--- config.mk ---
export PLATFORM = sky130hd
export DESIGN_NAME = seq_divider
export DESIGN_NICKNAME = d
export VERILOG_FILES = /design/src/rtl/seq_divider.sv
export SDC_FILE = /design/constraint.sdc
export NUM_CORES = 1
export LEC_CHECK = 0
export CAP_MARGIN = 15
export CELL_PAD_IN_SITES_DETAIL_PLACEMENT = 0
export CELL_PAD_IN_SITES_GLOBAL_PLACEMENT = 2
export CORE_MARGIN = 5
export CORE_UTILIZATION = 37
export CTS_CLUSTER_SIZE = 40
export DETAILED_ROUTE_END_ITERATION = 8
export PLACE_DENSITY = 0.95
export SYNTH_ARGS = -nofsm -noshare
export SYNTH_HDL_FRONTEND = slang
export SYNTH_SLANG_ARGS = --single-unit
--- constraint.sdc ---
create_clock -name clk -period 6.99 [get_ports clk]
set_clock_uncertainty 0.1 [all_clocks]
set_input_delay 1.398 -clock clk [delete_from_list [all_inputs] [get_ports clk]]
set_output_delay 1.398 -clock clk [all_outputs]
set_load 0.02 [all_outputs]
--- src/rtl/seq_divider.sv ---
// -----------------------------------------------------------------------------
// seq_divider
//   Multi-cycle restoring integer divider. Retires K quotient bits per clock,
//   so a normal division takes N/K CALC cycles plus one sign-fixup cycle.
//   Supports signed (truncating) and unsigned operation. Divide-by-zero and
//   signed overflow (most-negative / -1) bypass the iteration and complete
//   on the acceptance edge.
//
// Ports
//   clk          rising-edge clock
//   rst_n        asynchronous active-low reset
//   in_valid     operands and mode valid
//   in_ready     block idle, can accept an operation
//   in_signed    1 = two's-complement operands, 0 = unsigned
//   dividend     numerator   [N-1:0]
//   divisor      denominator [N-1:0]
//   out_valid    result valid (held until out_ready)
//   out_ready    consumer accepts the result
//   quotient     quotient    [N-1:0]
//   remainder    remainder   [N-1:0]
//   div_by_zero  divisor was zero
//   overflow     signed most-negative divided by -1
//
// Parameters
//   N  operand width (>= 4)
//   K  quotient bits per CALC cycle (1, 2 or 4; must divide N)
// -----------------------------------------------------------------------------
module seq_divider #(
  parameter int unsigned N = 32,
  parameter int unsigned K = 1
) (
  input  logic         clk,
  input  logic         rst_n,
  input  logic         in_valid,
  output logic         in_ready,
  input  logic         in_signed,
  input  logic [N-1:0] dividend,
  input  logic [N-1:0] divisor,
  output logic         out_valid,
  input  logic         out_ready,
  output logic [N-1:0] quotient,
  output logic [N-1:0] remainder,
  output logic         div_by_zero,
  output logic         overflow
);

  localparam int unsigned STEPS = N / K;
  localparam int unsigned CW    = $clog2(STEPS + 1);
  localparam logic [N-1:0] MOST_NEG = {1'b1, {(N-1){1'b0}}};

  typedef enum logic [1:0] {
    IDLE = 2'd0,
    CALC = 2'd1,
    FIX  = 2'd2,
    DONE = 2'd3
  } state_t;

  state_t         r_state;
  logic [2*N-1:0] r_acc;      // {partial remainder, dividend / quotient bits}
  logic [N-1:0]   r_div;      // divisor magnitude
  logic [CW-1:0]  r_cnt;
  logic           r_signed;
  logic           r_sign_q;
  logic           r_sign_r;

  logic           r_out_valid;
  logic [N-1:0]   r_quot;
  logic [N-1:0]   r_rem;
  logic           r_dbz;
  logic           r_ovf;

  logic           w_a_neg;
  logic           w_b_neg;
  logic [N-1:0]   w_a_mag;
  logic [N-1:0]   w_b_mag;
  logic           w_div_zero;
  logic           w_ovf_case;
  logic [2*N-1:0] w_acc_step;
  logic [N-1:0]   w_q_fix;
  logic [N-1:0]   w_r_fix;

  // Operand decode at the input boundary
  always_comb begin
    w_a_neg    = in_signed & dividend[N-1];
    w_b_neg    = in_signed & divisor[N-1];
    w_a_mag    = w_a_neg ? ('0 - dividend) : dividend;
    w_b_mag    = w_b_neg ? ('0 - divisor)  : divisor;
    w_div_zero = (divisor == '0);
    w_ovf_case = in_signed && (dividend == MOST_NEG) && (divisor == '1);
  end

  // K unrolled restoring steps. The bit shifted out of the top of the
  // accumulator is kept as a carry: the partial remainder can reach
  // 2*divisor-1, which needs N+1 bits when the divisor is large. A set carry
  // means the trial value exceeds any N-bit divisor, so no borrow is possible.
  always_comb begin
    logic         w_carry;
    logic [N:0]   w_diff;
    logic         w_borrow;
    w_carry    = 1'b0;
    w_diff     = '0;
    w_borrow   = 1'b0;
    w_acc_step = r_acc;
    for (int unsigned s = 0; s < K; s++) begin
      w_carry    = w_acc_step[2*N-1];
      w_acc_step = w_acc_step << 1;
      w_diff     = {w_carry, w_acc_step[2*N-1:N]} - {1'b0, r_div};
      w_borrow   = ~w_carry & w_diff[N];
      if (!w_borrow) begin
        w_acc_step[2*N-1:N] = w_diff[N-1:0];
        w_acc_step[0]       = 1'b1;
      end
    end
  end

  // Sign restoration of the magnitude result
  always_comb begin
    w_q_fix = (r_signed && r_sign_q) ? ('0 - r_acc[N-1:0])   : r_acc[N-1:0];
    w_r_fix = (r_signed && r_sign_r) ? ('0 - r_acc[2*N-1:N]) : r_acc[2*N-1:N];
  end

  always_ff @(posedge clk or negedge rst_n) begin
    if (!rst_n) begin
      r_state     <= IDLE;
      r_acc       <= '0;
      r_div       <= '0;
      r_cnt       <= '0;
      r_signed    <= 1'b0;
      r_sign_q    <= 1'b0;
      r_sign_r    <= 1'b0;
      r_out_valid <= 1'b0;
      r_quot      <= '0;
      r_rem       <= '0;
      r_dbz       <= 1'b0;
      r_ovf       <= 1'b0;
    end else begin
      case (r_state)
        IDLE: begin
          if (in_valid) begin
            if (w_div_zero) begin
              r_quot      <= '1;
              r_rem       <= dividend;
              r_dbz       <= 1'b1;
              r_ovf       <= 1'b0;
              r_out_valid <= 1'b1;
              r_state     <= DONE;
            end else if (w_ovf_case) begin
              r_quot      <= dividend;
              r_rem       <= '0;
              r_dbz       <= 1'b0;
              r_ovf       <= 1'b1;
              r_out_valid <= 1'b1;
              r_state     <= DONE;
            end else begin
              r_acc    <= {{N{1'b0}}, w_a_mag};
              r_div    <= w_b_mag;
              r_cnt    <= CW'(STEPS);
              r_signed <= in_signed;
              r_sign_q <= w_a_neg ^ w_b_neg;
              r_sign_r <= w_a_neg;
              r_state  <= CALC;
            end
          end
        end

        CALC: begin
          r_acc <= w_acc_step;
          r_cnt <= r_cnt - 1'b1;
          if (r_cnt == CW'(1)) begin
            r_state <= FIX;
          end
        end

        FIX: begin
          r_quot      <= w_q_fix;
          r_rem       <= w_r_fix;
          r_dbz       <= 1'b0;
          r_ovf       <= 1'b0;
          r_out_valid <= 1'b1;
          r_state     <= DONE;
        end

        DONE: begin
          if (out_ready) begin
            r_out_valid <= 1'b0;
            r_state     <= IDLE;
          end
        end

        default: r_state <= IDLE;
      endcase
    end
  end

  assign in_ready    = (r_state == IDLE);
  assign out_valid   = r_out_valid;
  assign quotient    = r_quot;
  assign remainder   = r_rem;
  assign div_by_zero = r_dbz;
  assign overflow    = r_ovf;

endmodule

Word level (Yosys, flattened, before mapping)
Index checks and enable logic that the tools add are counted.

Bitwise gates (word level): 7. Reductions and logical operators: 14. Add/sub/neg operators: 6. Mux-type cells: 40. Equal/unequal tests: 12.

Operators with widths (number): 32-bit 2-to-1 mux (11); 64-bit 2-to-1 mux (3); 32-bit one-hot mux with 2 select lines (2); 64-bit one-hot mux with 2 select lines (1); 1-bit by 32-bit subtractor with 32-bit output, first input constant (4); 32-bit equality test, second input constant (2); 33-bit by 32-bit subtractor with 33-bit output (1); 32-bit logical NOT (1); 6-bit 2-to-1 mux (3); 6-bit one-hot mux with 2 select lines (1); 4-bit AND reduction (3); 1-bit 2-to-1 mux (10); 2-bit 2-to-1 mux (5); 2-bit != test, second input constant (5); 2-bit one-hot mux with 4 select lines (1); 6-bit by 1-bit equality test with 1-bit output, second input constant (1); 3-bit AND reduction (2); 6-bit by 1-bit subtractor with 6-bit output, second input constant (1); 2-bit equality test, second input constant (2); 1-bit logical AND (4); 1-bit one-hot mux with 2 select lines (2); 2-bit nonzero test (2); 1-bit AND (3); 3-bit by 1-bit != test with 1-bit output, second input constant (1); 6 further kinds (8).

Register bits after elaboration: 174. Bits of input ports: 69. Output and inout bits: 68.

Longest topological paths before layout
Gate-level depths: netlist (run 1).

Depth in word-level cells: 7. Gate-level depth with buffers: 14. Depth with buffers taken out: 12.

Worst setup path after synthesis (run 1)
OpenSTA, ideal clock, no wires.

Path type: input to register. Start point: in divisor[1]. End point: reg r_div[29]. Setup time: 0.129 ns. Stages: 9. Setup slack: 3.201 ns. Arrival: 3.561 ns. Path through: or4_1 or4_4 or2_1 or3_4 nor2_4 nand2_2 o41ai_4 xor2_1 o21ai_1.

Longest elaborated chain between the ends: 4.

RTL lines: start: declaration (line 38) `input logic [N-1:0] divisor,`; parallel branches: the longest is 4 deep, another holds 1-bit by 32-bit subtractor with 32-bit output; end signal: assignment (line 156) `r_div <= w_b_mag;`; end: declaration (line 60) `logic [N-1:0] r_div;`.

Parallel ways; which one is timed is not known. A chain may end at the register's enable or synchronous reset.

Worst setup path after layout (run 1)
Start point: in divisor[0]. End point: reg r_rem[14] (netlist: remainder[14]).

Longest elaborated chain between the ends: 4.

RTL lines: 32-bit equality test / 32-bit logical NOT (equally long branches) (line 89, 88); 1-bit logical AND / 32-bit 2-to-1 mux (equally long branches) (line 89, 140); 3-bit by 1-bit != test with 1-bit output (no source line) / 32-bit 2-to-1 mux (equally long branches); 3-bit AND reduction (no source line) / 32-bit one-hot mux with 2 select lines (equally long branches); end signal: assignment (line 142) `r_rem <= dividend;`; end signal: assignment (line 176) `r_rem <= w_r_fix;`; end: declaration (line 68) `logic [N-1:0] r_rem;`.

Several ways; a longest one is shown, not always the timed one. The select of a mux whose other input is x is not followed.

==> results of run 1 <==
## registers in the layout, indices dropped and copies added, names as in the netlist
register	count
r_sign_r	1
div_by_zero	1
remainder	32
r_sign_q	1
overflow	1
r_signed	1
r_div	32
r_cnt	6
r_state	2
quotient	32
r_acc	64
out_valid	1
## power breakdown
group | switching, mW | total, mW | internal [mW]
clock | 0.430 | 0.940 | 0.510
sequential | 0.297 | 1.62 | 1.33
combinational | 1.51 | 2.46 | 0.950
total | 2.24 | 5.03 | 2.79
## path summary, 6_finish.rpt
path	endpoint	slack, ns	depth (start not counted)
worst max-delay path	remainder[14]$_DFFE_PN0P_	2.13	13
min in group asynchronous	remainder[11]$_DFFE_PN0P_	0.81	1
worst min-delay path	quotient[15]$_DFFE_PN0P_	0.38	2
worst min register to register	quotient[15]$_DFFE_PN0P_	0.38	2
worst max register to register	r_acc[59]$_DFFE_PN0P_	3.14	12
max in group asynchronous	quotient[27]$_DFFE_PN0P_	4.70	2
## cell type report
cell class / count / share of cell area, %
clock buffer: 19 / 3.14
inverter: 66 / 1.72
sequential: 174 / 30.2
timing repair buffer: 150 / 10.2
clock inverter: 12 / 0.772
tap: 442 / 3.84
multi-input combinational: 1167 / 50.2
## kinds of logic (layout without fill, tap and decap cells)
group | Yosys count | after routing
compound gates | 461 | 461
xor+xnor | 146 | 146
fa+ha+maj | 45 | 45
buf+inv | 154 | 247
flops | 174 | 174
mux | 25 | 25
simple gates | 490 | 490
## synthesized netlist by cell type, types with 19 or more instances
master | n | area share, %
nor2_1 | 121 | 3.7
nor3_1 | 25 | 1.0
a21oi_1 | 130 | 5.4
dfrtp_1 | 174 | 36
inv_1 | 66 | 2.0
nand2_1 | 220 | 6.8
a21o_1 | 24 | 1.5
mux2i_1 | 23 | 1.9
xor2_1 | 57 | 4.1
o21ai_0 | 140 | 5.8
clkbuf_1 | 64 | 2.0
o22ai_1 | 28 | 1.4
o31ai_1 | 19 | 1.2
ha_1 | 44 | 4.5
xnor2_1 | 89 | 6.4
## worst reg2reg max path: stages (launching register included)
cell and delay, ns:
dfrtp_1 0.36, inv_1 0.12, ha_1 0.25, fa_1 0.39, nand2b_1 0.21, a21o_1 0.21, a31oi_1 0.25, or4b_1 0.27
o2111ai_1 0.17, nand4_1 0.23, and2_2 0.72, nand2_1 0.25, o21ai_0 0.24
## per-layer routing
metal	part of all wire, %	vias to the layer above	track usage (%)
met1	45	5370	28.6
met3	6.2	57	4.15
met5	0	-	0
li1	-	5471	-
met2	46	342	33.5
met4	2.5	0	6.57
==> flow_summary_export.csv, run 1 <==
group,metric,value,unit
layout,multiInputGateArea,7230,µm²
worst_setup_path,critPathCaptureType,"flop",
die,row_count,66,
layout,fin_nets,1690,
yosys,yosysSeqAreaShare,35.8,%
yosys,syn_avg_cell_area,8.13,µm²
drt,drt_iter0_drc,897,
cts,cts_buffer_depth,2,
drt,dr_total_vias,11200,
die,initial_core_util,37.5,%
yosys,yosys.area_share.simple,18.5,%
timing,whs,0.377,ns
worst_setup_path,slowest_delay,0.72,ns
worst_setup_path,crit_type,"in -> reg",
yosys,synth_ff_type,"dfrtp_1",
drt,routedWlPerCell,19.0,µm
yosys,yosys_warnings,0,
timing,rsz0062_at_grt,"false",
yosys,synthAdderAreaFrac,4.69,%
yosys,synth_edf_count,0,
worst_setup_path,path_cells,"clkdlybuf4s50_1 -> inv_1 -> ha_1 -> or3b_2 -> and3b_1 -> nand4_1 -> o21a_1 -> nor2_1 -> a21oi_4 -> buf_4 -> nor2_1 -> a22oi_1 -> nand2_1",
timing,tightest_slew,1.06,ns
timing,fin_crit,4.86,ns
cts,cts_resized,0,
yosys,synth_area,12200,µm²
grt,grt.total_usage,20.9,%
yosys,synth-seq-cells,174,
die,die-area,36600,µm²
timing,slew_violations,0,
worst_setup_path,crit_path_max_fanout,85,
layout,finish.utilization,44.4,%
worst_setup_path,critPathSlowestCell,"buf_4",
min_path,min_from,"quotient[15]$_DFFE_PN0P_",
cts,clk_pin_slew,0.07,ns
layout,fillers,3252,
placed_design,dpl-instance-area,13900,µm²
placed_design,placed_cells,1999,
placed_design,dp_slack,1.60,ns
drt,drtPass1Iterations,6,
yosys,synth_top_family_by_area,"compound AO/OA/AOI/OAI gates",
grt,grt_pass1_vias,10800,
power,leakage,5.98,nW
cts,numCtsBuffers,17,
placed_design,place_congestion,0.932,
layout,final_common_cell,"nand2_1",
yosys,synthMuxAreaShare,2.08,%
layout,diodes,0,
outcome,outcome,"finished, final reports clean",
cts,hold_buffers,0,
layout,final-seq-area,4350,µm²
power,peakVddDrop,195,µV
layout,final_cell_mix,"nand2_1, dfrtp_1, o21ai_0, clkdlybuf4s50_1, a21oi_1",
layout,syn_to_final_growth,18.6,%
yosys,synth.distinct_cells,74,
yosys,postSynthCellCount,1495,
cts,clock_latency,0.44,ns
layout,final_area,14400,µm²
worst_setup_path,required,7.22,ns
min_path,hold_class,"reg -> reg",
die,core,32500,µm²
cts,cts_tree,"built",
yosys,synthArstFlopShare,100,%
flow_run,maxCapViolations,0,
die,die_h,191,µm
layout,final_layout_size_suffix_gt1_share,3.97,%
timing,fin_crit_sh,69.5,%
cts,cts-root-buf,"clkbuf_16",
grt,grt-ovfl-total,0,
worst_setup_path,start_kind,"input pin",
power,power.total,5.03,mW
die,dieWidth,191,µm
drt,wl,38600,µm
yosys,synth_compound_area_share,23.4,%
placed_design,dpl.hpwl,29100,µm
drt,drcViolationCount,0,
yosys,syn-num-nets,1609,
drt,antenna_left,0,
timing,max_freq,206,MHz
timing,fin_tns_setup,0,ns
grt,grt_max_degree,86,
power,p_per_area,349,nW/µm²
worst_setup_path,startpoint,"divisor[0]",
timing,finalSetupViolations,0,
yosys,synth_xor_area_share,10.5,%
grt,grt_pass1_wl,60600,µm
layout,instances_no_fill,2030,
worst_setup_path,path_common_cell,"nor2_1",
die,ios,137,
drt,vias_per_cell,5.54,
grt,antenna_found_initial,0,
timing,setup_ws,2.13,ns
timing,max-slew-margin-rel,28.4,%
worst_setup_path,critical_path.top_delay_family,"buffers and inverters",
cts,cts_max_level,4,
cts,cts_setup_buffers,0,
worst_setup_path,reg2reg_from,"r_acc[31]$_DFFE_PN0P_",
worst_setup_path,cp_num_buf_inv,3,
placed_design,port_buffers,136,
cts,cts_sinks,174,
timing,hold_viol,0,
worst_setup_path,worstPathArrival,5.09,ns
Power figures use the tool's default switching activity.
==> inputs of run 2 (changes only) <==
--- a/config.mk
+++ b/config.mk
@@ -9,10 +9,10 @@
 export CELL_PAD_IN_SITES_DETAIL_PLACEMENT = 0
 export CELL_PAD_IN_SITES_GLOBAL_PLACEMENT = 2
 export CORE_MARGIN = 5
-export CORE_UTILIZATION = 37
+export CORE_UTILIZATION = 34
 export CTS_CLUSTER_SIZE = 40
 export DETAILED_ROUTE_END_ITERATION = 8
-export PLACE_DENSITY = 0.95
+export PLACE_DENSITY = 0.89
 export SYNTH_ARGS = -nofsm -noshare
 export SYNTH_HDL_FRONTEND = slang
 export SYNTH_SLANG_ARGS = --single-unit
==> constraint.sdc (replaced) <==
create_clock -name clk -period 5 [get_ports clk]
set_clock_uncertainty 0.1 [all_clocks]
set_input_delay 1 -clock clk [delete_from_list [all_inputs] [get_ports clk]]
set_output_delay 1 -clock clk [all_outputs]
set_load 0.02 [all_outputs]
==> run 2 against run 1 <==
Net effect:
- routed wire length increased by 2.0%
- critical endpoint is now quotient[29]$_DFFE_PN0P_
- highest routed layer unchanged
- design area increased by 1.6%
- sequential cell count unchanged
- power increased by 42%
==> flow_summary_export.csv, run 2 (same netlist as run 1, synthesis figures left out) <==
group,metric,value,unit
worst_setup_path,path_cells,"clkdlybuf4s50_1 -> nor4_1 -> nand2b_1 -> or4b_1 -> o21a_1 -> nor2_1 -> a21oi_4 -> nor2_1 -> a22o_1",
cts,numCtsBuffers,17,
placed_design,dpl.hpwl,30000,µm
timing,finalSetupViolations,0,
grt,use_met2,32.0,%
grt,met3_usage,3.12,%
cts,cts_tree,"built",
drt,dr_total_vias,11200,
worst_setup_path,crit_type,"in -> reg",
cts,cts_setup_buffers,0,
die,core,35400,µm²
drt,drt_iter0_drc,636,
cts,cts_resized,0,
placed_design,dpl-instance-area,14100,µm²
cts,cts_buffer_depth,2,
worst_setup_path,critical_path.top_delay_family,"simple AND/OR/NAND/NOR gates",
timing,max_freq,234,MHz
worst_setup_path,start_kind,"input pin",
timing,tightest_slew,1.05,ns
grt,grt_pass1_wl,61700,µm
layout,final_area,14700,µm²
drt,antenna_left,0,
timing,hold_viol,0,
layout,syn_to_final_growth,20.5,%
drt,wl,39400,µm
grt,grt-ovfl-total,0,
cts,clock_latency,0.44,ns
layout,fin_nets,1711,
placed_design,place_congestion,0.863,
worst_setup_path,worstPathArrival,4.54,ns
worst_setup_path,critPathCaptureType,"flop",
cts,cts-root-buf,"clkbuf_16",
die,row_count,69,
die,ios,137,
worst_setup_path,path_common_cell,"nor2_1",
cts,hold_buffers,0,
cts,clk_pin_slew,0.07,ns
drt,drtPass1Iterations,5,
timing,slew_violations,0,
die,die-area,39600,µm²
worst_setup_path,crit_path_max_fanout,13,
grt,antenna_found_initial,0,
cts,cts_max_level,4,
flow_run,maxCapViolations,0,
layout,largest_register_ffs,64,
layout,regMostFlops,"r_acc",
power,p_per_area,486,nW/µm²
placed_design,port_buffers,136,
worst_setup_path,slowest_delay,0.68,ns
die,initial_core_util,34.3,%
drt,drcViolationCount,0,
timing,fin_crit,4.27,ns
timing,rsz0062_at_grt,"false",
outcome,outcome,"finished, final reports clean",
layout,final_layout_size_suffix_gt1_share,5.16,%
grt,met1_usage,27.9,%
layout,final_cell_mix,"nand2_1, dfrtp_1, o21ai_0, clkdlybuf4s50_1, a21oi_1",
die,dieWidth,199,µm
grt,grt_pass1_vias,10800,
layout,diodes,0,
min_path,hold_class,"reg -> reg",
worst_setup_path,cp_num_buf_inv,1,
layout,final_common_cell,"nand2_1",
worst_setup_path,critPathSlowestCell,"nor2_1",
timing,max-slew-margin-rel,29.8,%
drt,vias_per_cell,5.43,
drt,routedWlPerCell,19.0,µm
grt,grt.total_usage,19.7,%
timing,fin_crit_sh,85.5,%
cts,cts_sinks,174,
power,peakVddDrop,303,µV
grt,grt_max_degree,106,
worst_setup_path,rrSetupSlack,1.35,ns
worst_setup_path,required,5.27,ns
power,leakage,6.11,nW
die,die_h,199,µm
timing,fin_tns_setup,0,ns
layout,fillers,3654,
grt,grt.busiest_layer,"met2",
run 2: changes by cell type in the layout (fill, tap and decap cells not counted), sizes merged:
cell,change
clkbuf,-2
clkinv,-2
clkinvlp,-1
inv,+4
buf,+21
bufinv,+1
run 2: tightest hold or removal path, delay by kind of cell, from the launching register on:
| kind | cells | cell delay [ns] |
|---|---|---|
| compound gates | 1 | 0.05 |
| flops | 1 | 0.34 |
| simple gates | 1 | 0.04 |
run 2: metal layers:
metal,vias up,routed length [µm],share of wire [%]
met5,-,0,0
met4,0,654,1.7
met3,37,2180,5.5
met2,320,18100,46
met1,5366,18500,47
li1,5512,-,-
run 2: cell type report:
cell class | count | area, µm² | area share (%)
well taps | 461 | 577 | 3.94
repair buffers | 171 | 1660 | 11.3
clock buffers | 17 | 425 | 2.90
flip-flops and latches | 174 | 4350 | 29.7
clock inverters | 14 | 155 | 1.06
inverters | 66 | 248 | 1.69
multi-input cells | 1167 | 7230 | 49.3
run 2: metrics by stage:
stage	utilization, %	total power, mW	cells	hold WS [ns]	setup slack [ns]
6_report	41.4	7.13	2070	0.377	0.727
5_1_grt	41.4	7.66	2070	0.401	0.391
4_1_cts	41.4	7.16	2070	0.384	0.677
3_5_place_dp	39.8	5.79	2039	0.369	0.231
3_3_place_gp	39.8	5.73	2039	0.363	0.305
2_1_floorplan	-	4.59	1495	0.350	1.61
run 2: final timing paths:
| kind | start | depth (start not counted) | endpoint |
|---|---|---|---|
| max in group asynchronous | rst_n | 2 | r_acc[6]$_DFFE_PN0P_ |
| worst min-delay path | r_div[21]$_DFFE_PN0P_ | 2 | r_div[21]$_DFFE_PN0P_ |
| worst min register to register | r_div[21]$_DFFE_PN0P_ | 2 | r_div[21]$_DFFE_PN0P_ |
| worst max-delay path | dividend[5] | 9 | quotient[29]$_DFFE_PN0P_ |
| worst max register to register | r_acc[40]$_DFFE_PN0P_ | 11 | r_acc[42]$_DFFE_PN0P_ |
| min in group asynchronous | rst_n | 1 | remainder[16]$_DFFE_PN0P_ |
run 2: where the power goes:
| group | total [mW] | leakage (nW) | switching [mW] | internal, mW |
|---|---|---|---|---|
| Clock | 1.36 | 0.282 | 0.620 | 0.744 |
| Combinational | 3.49 | 3.63 | 2.11 | 1.38 |
| Sequential | 2.27 | 2.20 | 0.415 | 1.85 |
==> inputs of run 3 (changes only) <==
--- a/config.mk
+++ b/config.mk
@@ -12,6 +12,7 @@
 export CORE_UTILIZATION = 34
 export CTS_CLUSTER_SIZE = 40
 export DETAILED_ROUTE_END_ITERATION = 8
+export GPL_ROUTABILITY_DRIVEN = 0
 export PLACE_DENSITY = 0.89
 export SYNTH_ARGS = -nofsm -noshare
 export SYNTH_HDL_FRONTEND = slang
==> run 3 against run 2 <==
Net effect:
- via count up 1.2%
- critical path type unchanged
- non-clock buffer count grew 4
- register-to-register slack improved by 0.03 ns
- sequential cell count is the same
- hold slack gained 0.0018 ns
- power fell by 1.2%
- critical path depth grew 1
- sequential power about the same
- critical endpoint is now quotient[2]$_DFFE_PN0P_
- design area shrank 0.14%
- setup slack got worse by 0.052 ns
- largest power group unchanged
- routed wire length up 0.62%
==> flow_summary_export.csv, run 3 (same netlist as run 1, synthesis figures left out) <==
group,metric,value,unit
die,row_count,69,
grt,grt-ovfl-total,0,
cts,cts_tree,"built",
layout,fin_nets,1715,
timing,slew_violations,0,
flow_run,maxCapViolations,0,
die,die-area,39600,µm²
timing,fin_tns_setup,0,ns
placed_design,port_buffers,136,
timing,rsz0062_at_grt,"false",
power,leakage,6.11,nW
grt,grt_max_degree,99,
worst_setup_path,crit_path_max_fanout,35,
drt,drtPass1Iterations,6,
grt,grt_pass1_vias,11100,
cts,cts_max_level,4,
power,peakVddDrop,267,µV
layout,regMostFlops,"r_acc",
cts,hold_buffers,0,
drt,antenna_left,0,
die,dieWidth,199,µm
worst_setup_path,required,5.28,ns
timing,tightest_slew,0.989,ns
layout,final_layout_size_suffix_gt1_share,5.39,%
timing,max-slew-margin-rel,33.9,%
cts,cts_sinks,174,
drt,wl,39600,µm
drt,dr_total_vias,11400,
timing,hold_viol,0,
grt,antenna_found_initial,0,
drt,drcViolationCount,0,
drt,routedWlPerCell,19.1,µm
cts,cts_resized,0,
worst_setup_path,crit_type,"in -> reg",
outcome,outcome,"finished, final reports clean",
layout,largest_register_ffs,64,
die,core,35400,µm²
min_path,hold_class,"reg -> reg",
layout,syn_to_final_growth,20.3,%
layout,diodes,0,
timing,fin_crit_sh,86.5,%
worst_setup_path,critical_path.top_delay_family,"simple AND/OR/NAND/NOR gates",
worst_setup_path,start_kind,"input pin",
worst_setup_path,critPathCaptureType,"flop",
grt,grt.total_usage,20.0,%
cts,cts_buffer_depth,2,
worst_setup_path,worstPathArrival,4.60,ns
cts,cts-root-buf,"clkbuf_16",
die,ios,137,
timing,fin_crit,4.33,ns
cts,clock_latency,0.44,ns
layout,final_common_cell,"nand2_1",
cts,clk_pin_slew,0.07,ns
cts,numCtsBuffers,17,
worst_setup_path,path_cells,"clkdlybuf4s50_1 -> nor4_1 -> nand2b_1 -> or4b_1 -> o21a_1 -> nor2_1 -> a21oi_4 -> buf_4 -> a221oi_1 -> a21o_1",
layout,final_cell_mix,"nand2_1, dfrtp_1, o21ai_0, clkdlybuf4s50_1, a21oi_1",
drt,drt_iter0_drc,789,
cts,cts_setup_buffers,0,
power,p_per_area,481,nW/µm²
worst_setup_path,slowest_delay,0.69,ns
placed_design,dpl.hpwl,30300,µm
timing,finalSetupViolations,0,
worst_setup_path,cp_num_buf_inv,2,
drt,vias_per_cell,5.48,
worst_setup_path,critPathSlowestCell,"nor4_1",
timing,max_freq,231,MHz
timing,whs,0.379,ns
die,initial_core_util,34.3,%
die,die_h,199,µm
grt,grt_pass1_wl,63100,µm
[run 3: final timing paths]
kind | from | endpoint | slack [ns] | cells after the start
min reg2reg | remainder[15]$_DFFE_PN0P_ | remainder[15]$_DFFE_PN0P_ | 0.38 | 2
max in group asynchronous | rst_n | r_cnt[4]$_DFFE_PN0P_ | 3.29 | 2
max | dividend[5] | quotient[2]$_DFFE_PN0P_ | 0.67 | 10
min | remainder[15]$_DFFE_PN0P_ | remainder[15]$_DFFE_PN0P_ | 0.38 | 2
min in group asynchronous | rst_n | remainder[12]$_DFFE_PN0P_ | 0.55 | 1
max reg2reg | r_acc[40]$_DFFE_PN0P_ | r_acc[58]$_DFFE_PN0P_ | 1.38 | 11
[run 3: worst reg2reg max path, cell delays in order, from the launching register on]
cell	delay [ns]
dfrtp_1	0.46
ha_1	0.38
a21oi_1	0.25
nor2b_1	0.07
o21ai_0	0.32
or4b_1	0.58
o2111ai_1	0.30
nand4_1	0.22
and2_1	0.25
buf_4	0.27
nand2_1	0.19
o21ai_0	0.12
[run 3: where the power goes]
part / internal (mW) / switching, mW
registers: 1.85 / 0.416
logic: 1.39 / 2.11
clock network: 0.658 / 0.614
[run 3: stage by stage]
stage	worst slack [ns]	power, mW	cell area, µm²	util (%)	instances
after global routing	0.491	7.58	14600	41.3	2074
final	0.674	7.04	14600	41.3	2074
after CTS	0.749	7.08	14600	41.3	2074
after floorplan	1.61	4.59	12200	-	1495
after global placement	0.294	5.74	14100	39.8	2043
after detailed placement	0.301	5.79	14100	39.8	2043
[run 3: area by class of cell]
type	instances	area, µm²
clock inverter	13	104
clock buffer	18	439
tap	461	577
fill	3655	20800
timing repair buffer	175	1680
inverter	66	248
sequential	174	4350
multi-input combinational	1167	7230
[run 3: metal layers]
layer	up-vias	GRT usage [%]	routed length, µm
met4	0	4.41	679
met3	44	2.80	2140
met1	5419	28.3	18400
met2	378	32.8	18400
met5	-	0	0
li1	5527	-	-
